`config.mk`:
```
export PLATFORM = sky130hd
export DESIGN_NAME = pc_stack_unit
export DESIGN_NICKNAME = d
export VERILOG_FILES = /design/src/rtl/pc_stack_unit.sv
export SDC_FILE = /design/constraint.sdc
export NUM_CORES = 1
export LEC_CHECK = 0
export BUFFER_PORTS_ARGS = -buffer_cell sky130_fd_sc_hd__buf_4
export CORE_MARGIN = 8
export CORE_UTILIZATION = 33
export CTS_CLUSTER_SIZE = 25
export DETAILED_ROUTE_END_ITERATION = 8
export PLACE_DENSITY = 0.46
export SKIP_CTS_REPAIR_TIMING = 1
export SLEW_MARGIN = 20
export SYNTH_ARGS = -nofsm -noshare
export SYNTH_HDL_FRONTEND = slang
export SYNTH_SLANG_ARGS = --single-unit
export TNS_END_PERCENT = 100
```
`constraint.sdc`:
```
create_clock -name clk -period 4.2 [get_ports clk]
set_input_delay 0.42 -clock clk [delete_from_list [all_inputs] [get_ports clk]]
set_output_delay 0.42 -clock clk [all_outputs]
set_load 0.005 [all_outputs]
```
`src/rtl/pc_stack_unit.sv`:
```
// Program-counter unit with increment, relative branch, absolute jump and a
// hardware return-address stack for call/return.
module pc_stack_unit #(
  parameter int              AW        = 18,
  parameter int              OFFW      = 10,
  parameter int              STEP      = 1,
  parameter int              RAS_DEPTH = 8,
  parameter logic [AW-1:0]   RESET_VEC = '0
) (
  input  logic                         clk,
  input  logic                         rst,
  input  logic                         en,
  input  logic                         stall,
  input  logic [2:0]                   op,
  input  logic [AW-1:0]                target,
  input  logic [OFFW-1:0]              offset,
  input  logic                         clr_err,
  output logic [AW-1:0]                pc_out,
  output logic [AW-1:0]                ras_top,
  output logic [$clog2(RAS_DEPTH):0]   ras_count,
  output logic                         ras_full,
  output logic                         ras_empty,
  output logic                         err_ovf,
  output logic                         err_unf
);

  localparam int PW = $clog2(RAS_DEPTH);
  localparam int CW = PW + 1;

  localparam logic [2:0] OP_INC     = 3'd1;
  localparam logic [2:0] OP_BRANCH  = 3'd2;
  localparam logic [2:0] OP_JUMP    = 3'd3;
  localparam logic [2:0] OP_CALL    = 3'd4;
  localparam logic [2:0] OP_RET     = 3'd5;
  localparam logic [2:0] OP_RAS_CLR = 3'd6;

  logic [AW-1:0] stack [RAS_DEPTH];
  logic [AW-1:0] pc_inc;
  logic [AW-1:0] pc_br;
  logic [AW-1:0] off_ext;
  logic [PW-1:0] push_idx;
  logic [PW-1:0] below_top_idx;
  logic          exec;

  assign exec          = en & ~stall;
  assign off_ext       = {{(AW-OFFW){offset[OFFW-1]}}, offset};
  assign pc_inc        = pc_out + AW'(STEP);
  assign pc_br         = pc_out + off_ext;
  assign push_idx      = ras_count[PW-1:0];
  assign below_top_idx = PW'(ras_count - CW'(2));
  assign ras_full      = (ras_count == CW'(RAS_DEPTH));
  assign ras_empty     = (ras_count == '0);

  always_ff @(posedge clk) begin
    if (rst) begin
      pc_out    <= RESET_VEC;
      ras_top   <= '0;
      ras_count <= '0;
      err_ovf   <= 1'b0;
      err_unf   <= 1'b0;
      for (int i = 0; i < RAS_DEPTH; i++) stack[i] <= '0;
    end else begin
      // Clear first so a coinciding error event below overrides it.
      if (clr_err) begin
        err_ovf <= 1'b0;
        err_unf <= 1'b0;
      end
      if (exec) begin
        case (op)
          OP_INC:    pc_out <= pc_inc;
          OP_BRANCH: pc_out <= pc_br;
          OP_JUMP:   pc_out <= target;
          OP_CALL: begin
            pc_out <= target;
            if (!ras_full) begin
              stack[push_idx] <= pc_inc;
              ras_top         <= pc_inc;
              ras_count       <= ras_count + CW'(1);
            end else begin
              err_ovf <= 1'b1;
            end
          end
          OP_RET: begin
            if (!ras_empty) begin
              pc_out    <= ras_top;
              ras_count <= ras_count - CW'(1);
              ras_top   <= (ras_count >= CW'(2)) ? stack[below_top_idx] : '0;
            end else begin
              pc_out  <= pc_inc;
              err_unf <= 1'b1;
            end
          end
          OP_RAS_CLR: begin
            pc_out    <= pc_inc;
            ras_count <= '0;
            ras_top   <= '0;
          end
          default: ;
        endcase
      end
    end
  end

endmodule

```
Word level (Yosys, flattened, before mapping)
Memory sizes are Yosys's and may differ from the RTL's.
Cells that the tools add are included.
- RAM bits: 144
- memories kept: 1
- output and inout port bits: 44
- flip-flop bits (word level): 42
- latch bits: 0
- word-level logic and storage cells: 58
- memory bits (read-only): 0
- input bits: 36
- bitwise logic cells: 2
- shift-type cells: 0
- reductions and logical operators: 8
- add/subtract/negate cells: 5
- equal/unequal tests: 9
- muxes and demuxes: 27
- multipliers: 0
- $lt $le $gt $ge: 1
- divide/modulo/power cells: 0
- memories (name ; depth ; bits a word ; read ports ; clocked after Yosys merged registers in ; wr ports ; line ; source):
    stack ; 8 ; 18 ; 1 ; 0 ; 8 ; 37 ; logic [AW-1:0] stack [RAS_DEPTH];
- operator list (cell ; count):
    $mux W18 ; 5
    $pmux W18 S4 ; 1
    $pmux W18 S3 ; 1
    $add A18 B1 Y18 const B ; 1
    $add A18 B18 Y18 ; 1
    $reduce_or A18 Y1 ; 1
    $mux W1 ; 16
    $pmux W4 S3 ; 1
    $eq A3 B3 Y1 const B ; 3
    $mux W4 ; 2
    $eq A3 B2 Y1 const B ; 2
    $add A4 B1 Y4 const B ; 1
    $eq A4 B4 Y1 const B ; 1
    $ge A4 B2 Y1 const B ; 1
    $logic_not A4 Y1 ; 1
    $ne A2 B2 Y1 const B ; 2
    $reduce_and A4 Y1 ; 1
    $reduce_bool A4 Y1 ; 1
    $reduce_or A2 Y1 ; 2
    $sub A4 B1 Y4 const B ; 1
    $eq A3 B1 Y1 const B ; 1
    $mux W3 ; 1
    $reduce_bool A3 Y1 ; 1
    $sub A3 B2 Y3 const B ; 1
    other kinds (3) ; 3

Logic depth before layout (Yosys ltp)
Gate-level depths: netlist of run 1.
- depth in word-level cells: 8
- depth in mapped cells: 10
- mapped depth without buffers: 10

Worst setup path before layout of run 1
Ideal clock, no wire load.
- kind: register to register
- from: reg ras_count[1]
- to: reg ras_top[7]
- required time: 4.072 ns
- setup slack: 1.542 ns
- stages on the path, launching flop included: 11
- setup time: 0.128 ns
- buffers on the path: 4
- arrival: 2.531 ns
- period minus slack after synthesis: 2.658 ns
- cell sequence: dfxtp_1 > buf_2 > buf_2 > inv_1 > ha_1 > buf_2 > clkbuf_1 > mux2i_1 > o221ai_1 > o21ai_1 > nor2_1
- cells in the longest elaborated chain, start to end: 5
- elaborated cells on any way between the ends: 11
- those cells by class: add/sub (1); order compare (1); eq/ne (3); mux (3); reduce/logical (2); memory (1)
- ends and longest elaborated chain (item ; line ; source):
    start, declared ; 20 ; output logic [$clog2(RAS_DEPTH):0] ras_count,
    start signal, assigned ; 78 ; ras_count <= ras_count + CW'(1);
    start signal, assigned ; 86 ; ras_count <= ras_count - CW'(1);
    $sub A3 B2 Y3 ; 50 ; assign below_top_idx = PW'(ras_count - CW'(2));
    $mem_v2 Z8 W18 ; -- ;
    $mux W18 ; 87 ; ras_top <= (ras_count >= CW'(2)) ? stack[below_top_idx] : '0;
    $mux W18 ; 84 ; if (!ras_empty) begin
    $pmux W18 S3 ; 69 ; case (op)
    end signal, assigned ; 77 ; ras_top <= pc_inc;
    end signal, assigned ; 87 ;
    end, declared ; 19 ; output logic [AW-1:0] ras_top,
Parallel ways exist; a longest one is shown, timed or not. The select of a mux whose other input is x is not followed.
A chain may end at the register's enable or synchronous reset.

==> impl_metrics.xml, run 1 <==
<?xml version="1.0" encoding="UTF-8"?>
<metrics>
  <group name="status">
    <metric name="status" unit="">finished clean</metric>
  </group>
  <group name="placement">
    <metric name="placedCellCount" unit="">1328</metric>
    <metric name="place.detailed.hpwl" unit="um">21500</metric>
    <metric name="gp_congestion" unit="">0.811</metric>
    <metric name="numPortBuffers" unit="">79</metric>
  </group>
  <group name="critical_path">
    <metric name="cp_cell_sequence" unit="">nor4b_4 -&gt; nor3b_4 -&gt; nand2_4 -&gt; nand2b_1</metric>
    <metric name="critical_path_peak_fanout" unit="">46</metric>
    <metric name="worst-endpoint-required" unit="ns">4.26</metric>
    <metric name="cpMaxStageDelayCell" unit="">dfxtp_4</metric>
    <metric name="critPathCaptureType" unit="">flip-flop</metric>
    <metric name="worst_path_class_setup" unit="">reg2reg</metric>
    <metric name="cp.arrival" unit="ns">2.95</metric>
    <metric name="timing.critical_path.slowest_cell_delay" unit="ns">0.95</metric>
    <metric name="reg2reg_depth" unit="">4</metric>
    <metric name="critical_path.startpoint_type" unit="">flip-flop</metric>
  </group>
  <group name="global_route">
    <metric name="antenna_found_initial" unit="">0</metric>
    <metric name="globalRouteMet3Util" unit="%">2.61</metric>
    <metric name="grt_util_met1" unit="%">22.8</metric>
    <metric name="grt_start_max_net_pins" unit="">55</metric>
    <metric name="globalRouteTotalUtil" unit="%">17.0</metric>
    <metric name="grt_remaining_overflow" unit="">0</metric>
    <metric name="met2_track_demand_over_resource" unit="%">28.5</metric>
    <metric name="grt.busiest_layer" unit="">met2</metric>
    <metric name="via_count_of_the_first_global_routing_pass" unit="">7494</metric>
    <metric name="grt_pass1_wl" unit="um">46400</metric>
  </group>
  <group name="timing">
    <metric name="fin_hold_ws" unit="ns">0.269</metric>
    <metric name="clock_skew" unit="ns">0.0193</metric>
    <metric name="tightestPinTransition" unit="ns">1.03</metric>
    <metric name="relSlewSlack" unit="%">31.0</metric>
    <metric name="slew_viol_final" unit="">0</metric>
    <metric name="setup_viol" unit="">0</metric>
    <metric name="rsz0062_at_grt" unit="">no</metric>
    <metric name="maxClockFrequency" unit="GHz">0.346</metric>
    <metric name="totalNegativeSetupSlack" unit="ns">0</metric>
    <metric name="timing.final.crit_period" unit="ns">2.89</metric>
    <metric name="timing.final.crit_share" unit="%">68.9</metric>
    <metric name="finalHoldViolCount" unit="">0</metric>
  </group>
  <group name="synth">
    <metric name="ys_warn_count" unit="">0</metric>
    <metric name="number_of_instances_in_the_synthesized_netlist" unit="">889</metric>
    <metric name="synth_largest_area_cell" unit="">edfxtp_1</metric>
    <metric name="synthDistinctLibCells" unit="">65</metric>
    <metric name="synthesis.area_per_instance" unit="sq um">11.0</metric>
    <metric name="synthArstFlopShare" unit="%">0</metric>
    <metric name="synth-main-ff-cell" unit="">edfxtp_1</metric>
    <metric name="post_synth_top_area_share" unit="%">44.1</metric>
    <metric name="seq_area_frac_synth" unit="%">52.7</metric>
    <metric name="synth.area.top_cells" unit="">edfxtp_1, dfxtp_1, mux4_2</metric>
    <metric name="synth.cell_area" unit="sq mm">0.00980</metric>
    <metric name="synth_fp_nets" unit="">951</metric>
    <metric name="synth.ff_latch_count" unit="">186</metric>
    <metric name="synth_edf_count" unit="">144</metric>
  </group>
  <group name="finish">
    <metric name="fin_nets" unit="">1019</metric>
    <metric name="final.fill_count" unit="">2980</metric>
    <metric name="layout.cells.most_common" unit="">nor2_1</metric>
    <metric name="area.growth.synth_to_final" unit="%">16.6</metric>
    <metric name="share_of_layout_cells_above_drive_strength_1" unit="%">20.1</metric>
    <metric name="antenna_cells_inserted" unit="">0</metric>
    <metric name="most-common-layout-cells" unit="">nor2_1, edfxtp_1, buf_4</metric>
    <metric name="finish.cell_count_without_fillers" unit="">1360</metric>
  </group>
  <group name="floorplan">
    <metric name="ios" unit="">80</metric>
    <metric name="core.rowCount" unit="">63</metric>
    <metric name="core_area" unit="sq mm">0.0295</metric>
    <metric name="die_w" unit="um">188</metric>
    <metric name="initial_utilization" unit="%">33.3</metric>
    <metric name="die_height" unit="um">188</metric>
    <metric name="die_area" unit="sq mm">0.0355</metric>
  </group>
  <group name="hold_path">
    <metric name="hold_path_depth" unit="">3</metric>
    <metric name="min_path_type" unit="">in2reg</metric>
  </group>
  <group name="job">
    <metric name="drv_cap" unit="">0</metric>
  </group>
  <group name="clock_network">
    <metric name="tritoncts_clock_tree" unit="">built</metric>
    <metric name="clock_insertion_delay_worst_skew" unit="ns">0.44</metric>
    <metric name="clock-sinks" unit="">186</metric>
    <metric name="cts_buffers" unit="">17</metric>
    <metric name="clk_pin_slew_worst_paths" unit="ns">0.08</metric>
    <metric name="cts.path.max_buffers" unit="">2</metric>
    <metric name="ctsRootBufferMaster" unit="">clkbuf_16</metric>
    <metric name="ctsHtreeMaxLevel" unit="">4</metric>
  </group>
  <group name="route">
    <metric name="initialDrtViolationCount" unit="">437</metric>
    <metric name="viasPerCell" unit="">5.27</metric>
    <metric name="wl_per_cell" unit="um">21.9</metric>
    <metric name="remaining_drc_errors" unit="">0</metric>
    <metric name="ant_nets" unit="">0</metric>
    <metric name="drtPass1Iterations" unit="">4</metric>
    <metric name="via_count" unit="">7172</metric>
    <metric name="finalWirelength" unit="um">29800</metric>
  </group>
  <group name="pwr">
    <metric name="max-vdd-ir-drop" unit="uV">245</metric>
    <metric name="leakage" unit="nW">4.01</metric>
    <metric name="power.density" unit="mW/mm^2">366</metric>
  </group>
</metrics>
worst max-delay path, delay by kind of cell (launching register included):
kind / cells / cell delay (ns)
AND/OR/NAND/NOR: 4 / 1.54
flip-flops: 1 / 0.95
registers in the layout, indices dropped and copies added (netlist names):
signal / flops
ras_top: 18
err_ovf: 1
stack: 144
ras_count: 4
err_unf: 1
pc_out: 18
synthesized netlist by cell type (all sizes together) (3+ instances only):
master	count
nor2	202
edfxtp	144
a21oi	52
nand2	51
o21ai	51
dfxtp	42
mux4	36
clkbuf	32
o221ai	32
buf	26
ha	24
mux2i	19
xnor2	18
inv	16
nand3	14
xor2	14
nor3	11
nand2b	10
a21o	8
nand4	7
a221oi	6
o211ai	6
a211oi	5
nor2b	5
o22ai	5
nor4	4
or2	4
a31oi	3
and2	3
o21a	3
where the power goes:
part	internal [W]	switching [W]	leakage [nW]
logic	0.000199	0.000309	1.90
clock network	0.000832	0.000749	0.272
registers	0.00204	0.0000572	1.83
stage by stage:
| step | cell area, sq um | power (W) | util, % | setup slack [ns] |
|---|---|---|---|---|
| 2_1_floorplan | 9800 | 0.00243 | - | 1.54 |
| 3_3_place_gp | 10900 | 0.00265 | 36.8 | 1.10 |
| 3_5_place_dp | 10900 | 0.00265 | 36.8 | 1.04 |
| 4_1_cts | 11400 | 0.00423 | 38.8 | 1.20 |
| 5_1_grt | 11400 | 0.00434 | 38.8 | 1.00 |
| 6_report | 11400 | 0.00419 | 38.8 | 1.31 |
cell families (layout without fill, tap and decap cells):
logic type | count (synthesis) | count (layout) | synth area share (%)
AND/OR/NAND/NOR | 321 | 321 | 14.7
AO/OA/AOI/OAI | 193 | 193 | 12.9
flip-flops | 186 | 186 | 52.7
buffers and inverters | 76 | 157 | 3.19
multiplexers | 55 | 55 | 10.2
XOR/XNOR | 32 | 32 | 2.86
adder cells (fa/ha/maj) | 26 | 26 | 3.47
cell type report:
class / count / area [sq um] / share of cell area (%)
multi-input combinational: 627 / 4340 / 38.0
clock inverter: 14 / 135 / 1.18
tap: 390 / 488 / 4.27
timing repair buffer: 107 / 803 / 7.02
sequential: 186 / 5170 / 45.2
inverter: 18 / 68.8 / 0.602
clock buffer: 18 / 429 / 3.75
layer usage:
layer	part of all wire [%]	routed length, um
met2	49	14500
met3	3.5	1050
met5	0	0
met1	46	13800
met4	1.3	393
worst paths after layout:
check                            startpoint                          to  slack, ns
setup / recovery  ras_count[0]$_SDFFE_PP0P_  stack[0][10]$_SDFFCE_PN0P_       1.31
hold / removal                      clr_err          err_unf$_SDFF_PP0_       0.27
setup reg to reg  ras_count[0]$_SDFFE_PP0P_  stack[0][10]$_SDFFCE_PN0P_       1.31
hold reg to reg          err_unf$_SDFF_PP0_          err_unf$_SDFF_PP0_       0.48
No activity file was read; power rests on OpenSTA's default activity.
==> run 2, diff against run 1 <==
--- a/config.mk
+++ b/config.mk
@@ -10,7 +10,7 @@
 export CORE_UTILIZATION = 33
 export CTS_CLUSTER_SIZE = 25
 export DETAILED_ROUTE_END_ITERATION = 8
-export PLACE_DENSITY = 0.46
+export PLACE_DENSITY = 0.48
 export SKIP_CTS_REPAIR_TIMING = 1
 export SLEW_MARGIN = 20
 export SYNTH_ARGS = -nofsm -noshare
==> constraint.sdc (replaced) <==
create_clock -name clk -period 2.3 [get_ports clk]
set_input_delay 0.23 -clock clk [delete_from_list [all_inputs] [get_ports clk]]
set_output_delay 0.23 -clock clk [all_outputs]
set_load 0.005 [all_outputs]
==> run 2 against run 1 <==
- first-iteration DRC count up 13%
- routed wire length down 0.58%
- clock skew down 0.0027 ns
- global-route usage down 0.13 points
- hold slack worse by 0.21 ns
- non-clock buffer count up 63
- maximum frequency up 33%
- via count up 4.0%
- design area up 5.4%
- setup slack worse by 1.2 ns
- flip-flop and latch count unchanged
- largest cell class unchanged
==> impl_metrics.xml, run 2 (synthesis gave the netlist of run 1 again) <==
<?xml version="1.0" encoding="UTF-8"?>
<metrics>
  <group name="timing">
    <metric name="timing.final.crit_period" unit="ns">2.17</metric>
    <metric name="tightestPinTransition" unit="ns">0.812</metric>
    <metric name="timing.final.crit_share" unit="%">94.5</metric>
    <metric name="slew_viol_final" unit="">0</metric>
    <metric name="rsz0062_at_grt" unit="">no</metric>
    <metric name="finalHoldViolCount" unit="">0</metric>
    <metric name="relSlewSlack" unit="%">45.9</metric>
    <metric name="fin_hold_ws" unit="ns">0.0621</metric>
    <metric name="clock_skew" unit="ns">0.0166</metric>
    <metric name="maxClockFrequency" unit="GHz">0.460</metric>
    <metric name="setup_viol" unit="">0</metric>
  </group>
  <group name="route">
    <metric name="wl_per_cell" unit="um">20.8</metric>
    <metric name="remaining_drc_errors" unit="">0</metric>
    <metric name="initialDrtViolationCount" unit="">494</metric>
    <metric name="viasPerCell" unit="">5.24</metric>
    <metric name="via_count" unit="">7456</metric>
    <metric name="drtPass1Iterations" unit="">5</metric>
    <metric name="ant_nets" unit="">0</metric>
    <metric name="finalWirelength" unit="um">29600</metric>
  </group>
  <group name="pwr">
    <metric name="power.share.sequential" unit="%">48.8</metric>
    <metric name="switchingPower" unit="W">0.00207</metric>
    <metric name="max-vdd-ir-drop" unit="uV">456</metric>
    <metric name="clockPowerShare" unit="%">37.8</metric>
    <metric name="power.density" unit="mW/mm^2">645</metric>
    <metric name="comb_power_share" unit="%">13.4</metric>
    <metric name="leakage" unit="nW">4.36</metric>
    <metric name="power_report.internal_total" unit="W">0.00570</metric>
    <metric name="power_switching_share" unit="%">26.7</metric>
  </group>
  <group name="finish">
    <metric name="utilization" unit="%">40.9</metric>
    <metric name="layout.cells.most_common" unit="">nor2_1</metric>
    <metric name="largest_register_ff_count" unit="">144</metric>
    <metric name="most-common-layout-cells" unit="">nor2_1, buf_4, edfxtp_1</metric>
    <metric name="final.fill_count" unit="">2905</metric>
    <metric name="registers_with_the_most_flip_flops" unit="">stack: 144 flops, pc_out: 18 flops, ras_top: 18 flops</metric>
    <metric name="antenna_cells_inserted" unit="">0</metric>
    <metric name="regMostFlops" unit="">stack</metric>
    <metric name="fin_nets" unit="">1082</metric>
    <metric name="finish.cell_count_without_fillers" unit="">1423</metric>
    <metric name="area.growth.synth_to_final" unit="%">23.0</metric>
    <metric name="share_of_layout_cells_above_drive_strength_1" unit="%">26.0</metric>
  </group>
  <group name="critical_path">
    <metric name="critical_path.startpoint_type" unit="">flip-flop</metric>
    <metric name="cpMaxStageDelayCell" unit="">dfxtp_1</metric>
    <metric name="critPathCaptureType" unit="">flip-flop</metric>
    <metric name="worst_path_class_setup" unit="">reg2reg</metric>
    <metric name="reg2reg_depth" unit="">8</metric>
    <metric name="worst_setup_path_startpoint" unit="">pc_out[7]$_SDFFE_PP0P_</metric>
    <metric name="r2r_start" unit="">pc_out[7]$_SDFFE_PP0P_</metric>
    <metric name="cp_cell_sequence" unit="">ha_1 -&gt; a21o_1 -&gt; o211ai_1 -&gt; nand2_1 -&gt; nor2_1 -&gt; o21bai_1 -&gt; xnor2_1 -&gt; o41ai_1</metric>
    <metric name="critPathCapture" unit="">pc_out[12]$_SDFFE_PP0P_</metric>
    <metric name="cp.arrival" unit="ns">2.51</metric>
    <metric name="path_buf_inv" unit="">0</metric>
    <metric name="regToRegSetupSlack" unit="ns">0.13</metric>
    <metric name="worst-endpoint-required" unit="ns">2.64</metric>
    <metric name="timing.critical_path.slowest_cell_delay" unit="ns">0.53</metric>
    <metric name="critical_path.top_delay_family" unit="">compound AO/OA/AOI/OAI gates</metric>
    <metric name="critical_path_depth" unit="">8</metric>
    <metric name="critical_path_peak_fanout" unit="">7</metric>
    <metric name="reg2reg_to" unit="">pc_out[12]$_SDFFE_PP0P_</metric>
  </group>
  <group name="global_route">
    <metric name="globalRouteTotalUtil" unit="%">16.8</metric>
    <metric name="via_count_of_the_first_global_routing_pass" unit="">7804</metric>
    <metric name="antenna_found_initial" unit="">0</metric>
    <metric name="grt_start_max_net_pins" unit="">55</metric>
    <metric name="met2_track_demand_over_resource" unit="%">28.8</metric>
    <metric name="grt_util_met1" unit="%">21.5</metric>
    <metric name="globalRouteMet3Util" unit="%">3.05</metric>
    <metric name="grt_pass1_wl" unit="um">46400</metric>
    <metric name="grt_remaining_overflow" unit="">0</metric>
    <metric name="grt.busiest_layer" unit="">met2</metric>
  </group>
  <group name="floorplan">
    <metric name="core.rowCount" unit="">63</metric>
    <metric name="die_w" unit="um">188</metric>
    <metric name="die_height" unit="um">188</metric>
    <metric name="core_area" unit="sq mm">0.0295</metric>
    <metric name="die_area" unit="sq mm">0.0355</metric>
    <metric name="ios" unit="">80</metric>
    <metric name="initial_utilization" unit="%">33.3</metric>
  </group>
  <group name="clock_network">
    <metric name="ctsHtreeMaxLevel" unit="">4</metric>
    <metric name="ctsRootBufferMaster" unit="">clkbuf_16</metric>
    <metric name="tritoncts_clock_tree" unit="">built</metric>
    <metric name="cts_buffers" unit="">17</metric>
    <metric name="cts.path.max_buffers" unit="">2</metric>
    <metric name="clock-sinks" unit="">186</metric>
    <metric name="clk_pin_slew_worst_paths" unit="ns">0.08</metric>
    <metric name="clock_insertion_delay_worst_skew" unit="ns">0.44</metric>
  </group>
  <group name="placement">
    <metric name="placedCellCount" unit="">1391</metric>
    <metric name="numPortBuffers" unit="">79</metric>
    <metric name="place.detailed.hpwl" unit="um">21900</metric>
    <metric name="gp_congestion" unit="">0.849</metric>
  </group>
  <group name="hold_path">
    <metric name="min_path_type" unit="">in2reg</metric>
  </group>
  <group name="status">
    <metric name="status" unit="">finished clean</metric>
  </group>
  <group name="job">
    <metric name="drv_cap" unit="">0</metric>
  </group>
</metrics>
## run 2: through the flow
stage | worst slack (ns) | total power [W] | area [sq um] | setup TNS (ns)
final | 0.126 | 0.00778 | 12100 | 0
after global routing | 0.00118 | 0.00808 | 12100 | 0
after CTS | -0.0326 | 0.00783 | 12000 | -0.0377
after detailed placement | -0.122 | 0.00490 | 11400 | -0.125
after global placement | -0.0726 | 0.00490 | 11400 | -0.0726
after floorplan | 0.0271 | 0.00443 | 9810 | 0
## run 2: power by group through the flow
| stage | Sequential (W) | Clock (W) | Combinational (W) |
|---|---|---|---|
| detailed placement | 0.00387 | 0 | 0.00103 |
| finish | 0.00380 | 0.00294 | 0.00104 |
| floorplan | 0.00386 | 0 | 0.000575 |
| CTS | 0.00380 | 0.00300 | 0.00103 |
| global route | 0.00381 | 0.00313 | 0.00114 |
| global placement | 0.00387 | 0 | 0.00103 |
## run 2: metal layers
layer  vias to the layer above  wire length, um
met3                        38             1190
met2                       184            14500
met5                         -                0
met1                      3657            13300
li1                       3577                -
met4                         0              556
## run 2: worst register-to-register path, delay by kind of cell (launching register included)
kind	cells	cell delay (ns)
adders and majority gates	1	0.37
AOI/OAI and AO/OA	4	0.70
and+or+nand+nor	2	0.35
xor gates and xnor gates	1	0.13
DFF	1	0.53
## run 2: cell type report
class                   instances  area [sq um]  area share [%]
inverters                      18          68.8           0.571
flip-flops and latches        186          5170            42.9
multi-input cells             627          4370            36.3
clock inverters                15           153            1.27
clock buffers                  17           425            3.53
repair buffers                170          1380            11.4
well taps                     390           488            4.05
## run 2: how the worst min path moves through the flow
stage | from | endpoint | slack, ns | cells past startpoint
floorplan | clr_err | err_unf$_SDFF_PP0_ | 0.41 | 2
global placement | err_unf$_SDFF_PP0_ | err_unf$_SDFF_PP0_ | 0.46 | 2
detailed placement | err_unf$_SDFF_PP0_ | err_unf$_SDFF_PP0_ | 0.46 | 2
CTS | clr_err | err_unf$_SDFF_PP0_ | 0.04 | 3
global route | clr_err | err_unf$_SDFF_PP0_ | 0.08 | 3
finish | clr_err | err_unf$_SDFF_PP0_ | 0.06 | 3
==> run 3, diff against run 2 <==
--- a/config.mk
+++ b/config.mk
@@ -6,6 +6,7 @@
 export NUM_CORES = 1
 export LEC_CHECK = 0
 export BUFFER_PORTS_ARGS = -buffer_cell sky130_fd_sc_hd__buf_4
+export CORE_ASPECT_RATIO = 1.25
 export CORE_MARGIN = 8
 export CORE_UTILIZATION = 33
 export CTS_CLUSTER_SIZE = 25
==> run 3 against run 2 <==
- flip-flop and latch count stayed put
- count of clock-buffer cells in the layout is 1 higher
- via count is 0.63% higher
- highest routed layer unchanged
==> impl_metrics.xml, run 3 (synthesis gave the netlist of run 1 again) <==
<?xml version="1.0" encoding="UTF-8"?>
<metrics>
  <group name="status">
    <metric name="status" unit="">finished clean</metric>
  </group>
  <group name="pwr">
    <metric name="power.share.sequential" unit="%">50.1</metric>
    <metric name="power_switching_share" unit="%">26.4</metric>
    <metric name="power.density" unit="mW/mm^2">627</metric>
    <metric name="power_report.internal_total" unit="W">0.00557</metric>
    <metric name="clockPowerShare" unit="%">35.7</metric>
    <metric name="max-vdd-ir-drop" unit="uV">528</metric>
    <metric name="leakage" unit="nW">4.35</metric>
    <metric name="comb_power_share" unit="%">14.2</metric>
    <metric name="switchingPower" unit="W">0.00200</metric>
  </group>
  <group name="floorplan">
    <metric name="die_w" unit="um">170</metric>
    <metric name="initial_utilization" unit="%">33.5</metric>
    <metric name="ios" unit="">80</metric>
    <metric name="die_height" unit="um">209</metric>
    <metric name="die_area" unit="sq mm">0.0355</metric>
    <metric name="core.rowCount" unit="">70</metric>
    <metric name="core_area" unit="sq mm">0.0293</metric>
  </group>
  <group name="finish">
    <metric name="most-common-layout-cells" unit="">nor2_1, buf_4, edfxtp_1</metric>
    <metric name="area.growth.synth_to_final" unit="%">23.1</metric>
    <metric name="final.fill_count" unit="">2899</metric>
    <metric name="largest_register_ff_count" unit="">144</metric>
    <metric name="share_of_layout_cells_above_drive_strength_1" unit="%">25.8</metric>
    <metric name="layout.cells.most_common" unit="">nor2_1</metric>
    <metric name="registers_with_the_most_flip_flops" unit="">stack: 144 flops, pc_out: 18 flops, ras_top: 18 flops</metric>
    <metric name="regMostFlops" unit="">stack</metric>
    <metric name="fin_nets" unit="">1083</metric>
    <metric name="antenna_cells_inserted" unit="">0</metric>
  </group>
  <group name="clock_network">
    <metric name="ctsHtreeMaxLevel" unit="">4</metric>
    <metric name="cts_buffers" unit="">17</metric>
    <metric name="ctsRootBufferMaster" unit="">clkbuf_16</metric>
    <metric name="clock-sinks" unit="">186</metric>
    <metric name="tritoncts_clock_tree" unit="">built</metric>
    <metric name="clock_insertion_delay_worst_skew" unit="ns">0.44</metric>
    <metric name="clk_pin_slew_worst_paths" unit="ns">0.08</metric>
    <metric name="cts.path.max_buffers" unit="">2</metric>
  </group>
  <group name="global_route">
    <metric name="grt_start_max_net_pins" unit="">55</metric>
    <metric name="globalRouteTotalUtil" unit="%">17.4</metric>
    <metric name="grt_remaining_overflow" unit="">0</metric>
    <metric name="via_count_of_the_first_global_routing_pass" unit="">7959</metric>
    <metric name="antenna_found_initial" unit="">0</metric>
    <metric name="grt_pass1_wl" unit="um">47100</metric>
  </group>
  <group name="route">
    <metric name="finalWirelength" unit="um">30700</metric>
    <metric name="drtPass1Iterations" unit="">5</metric>
    <metric name="ant_nets" unit="">0</metric>
    <metric name="remaining_drc_errors" unit="">0</metric>
    <metric name="via_count" unit="">7503</metric>
    <metric name="initialDrtViolationCount" unit="">545</metric>
    <metric name="wl_per_cell" unit="um">21.4</metric>
    <metric name="viasPerCell" unit="">5.25</metric>
  </group>
  <group name="placement">
    <metric name="place.detailed.hpwl" unit="um">21700</metric>
    <metric name="gp_congestion" unit="">0.871</metric>
    <metric name="numPortBuffers" unit="">79</metric>
  </group>
  <group name="timing">
    <metric name="slew_viol_final" unit="">0</metric>
    <metric name="totalNegativeSetupSlack" unit="ns">0</metric>
    <metric name="tightestPinTransition" unit="ns">0.835</metric>
    <metric name="timing.final.crit_share" unit="%">96.1</metric>
    <metric name="rsz0062_at_grt" unit="">yes</metric>
    <metric name="fin_hold_ws" unit="ns">0.0956</metric>
    <metric name="timing.final.crit_period" unit="ns">2.21</metric>
    <metric name="clock_skew" unit="ns">0.0135</metric>
    <metric name="maxClockFrequency" unit="GHz">0.452</metric>
    <metric name="relSlewSlack" unit="%">44.3</metric>
    <metric name="setup_viol" unit="">0</metric>
    <metric name="finalHoldViolCount" unit="">0</metric>
  </group>
  <group name="critical_path">
    <metric name="critical_path.startpoint_type" unit="">flip-flop</metric>
    <metric name="critical_path_peak_fanout" unit="">4</metric>
    <metric name="worst_path_class_setup" unit="">reg2reg</metric>
    <metric name="cp.arrival" unit="ns">2.55</metric>
    <metric name="cpMaxStageDelayCell" unit="">fa_2</metric>
    <metric name="worst-endpoint-required" unit="ns">2.64</metric>
    <metric name="timing.critical_path.slowest_cell_delay" unit="ns">0.37</metric>
    <metric name="cp_cell_sequence" unit="">ha_2 -&gt; inv_1 -&gt; fa_2 -&gt; nor2b_4 -&gt; o2111ai_2 -&gt; a21oi_2 -&gt; nor2_2 -&gt; o21bai_1 -&gt; xnor2_1 -&gt; o41ai_2</metric>
    <metric name="critPathCaptureType" unit="">flip-flop</metric>
  </group>
  <group name="job">
    <metric name="drv_cap" unit="">0</metric>
  </group>
  <group name="hold_path">
    <metric name="min_path_type" unit="">in2reg</metric>
  </group>
</metrics>
## run 3: layout make-up
cell class,count,area [sq um],share of cell area [%]
flip-flops and latches,186,5170,42.9
multi-input cells,627,4370,36.2
repair buffers,171,1430,11.9
well taps,396,495,4.11
clock buffers,18,429,3.56
clock inverters,14,97.6,0.809
inverters,18,68.8,0.570
## run 3: worst paths after layout
path	start	endpoint	slack (ns)	cells after the start
max reg2reg	pc_out[0]$_SDFFE_PP0P_	pc_out[12]$_SDFFE_PP0P_	0.09	10
min reg2reg	err_ovf$_SDFF_PP0_	err_ovf$_SDFF_PP0_	0.49	1
min	clr_err	err_unf$_SDFF_PP0_	0.1	3
max	pc_out[0]$_SDFFE_PP0P_	pc_out[12]$_SDFFE_PP0P_	0.09	10
## run 3: power by group through the flow
stage / Clock (W) / Combinational (W) / Sequential (W)
final: 0.00270 / 0.00107 / 0.00379
after global routing: 0.00289 / 0.00116 / 0.00380
after CTS: 0.00277 / 0.00106 / 0.00379
after detailed placement: 0 / 0.00106 / 0.00386
after global placement: 0 / 0.00106 / 0.00386
after floorplan: 0 / 0.000575 / 0.00386
## run 3: through the flow
step / utilization, % / total power (W) / instance area (sq um) / std cells / worst slack (ns)
detailed placement: 39.2 / 0.00492 / 11500 / 1396 / -0.0417
floorplan: - / 0.00443 / 9810 / 889 / 0.0271
global placement: 39.2 / 0.00492 / 11500 / 1396 / 0.00406
global route: 41.2 / 0.00785 / 12100 / 1430 / -0.0413
CTS: 41.0 / 0.00761 / 12000 / 1428 / -0.0455
finish: 41.2 / 0.00757 / 12100 / 1430 / 0.0891
## run 3: worst max-delay path: cells and delay by family (launching register included)
kind	cells	cell delay, ns
fa+ha+maj	2	0.56
simple gates	2	0.23
flops	1	0.34
xor+xnor	1	0.10
buf+inv	1	0.06
compound gates	4	0.82
## run 3: metal layers
metal	wire length [um]	GRT usage [%]	up-vias
li1	-	-	3569
met2	16800	33.0	169
met3	1060	2.70	29
met4	480	4.70	0
met1	12400	19.7	3736
met5	0	0	-
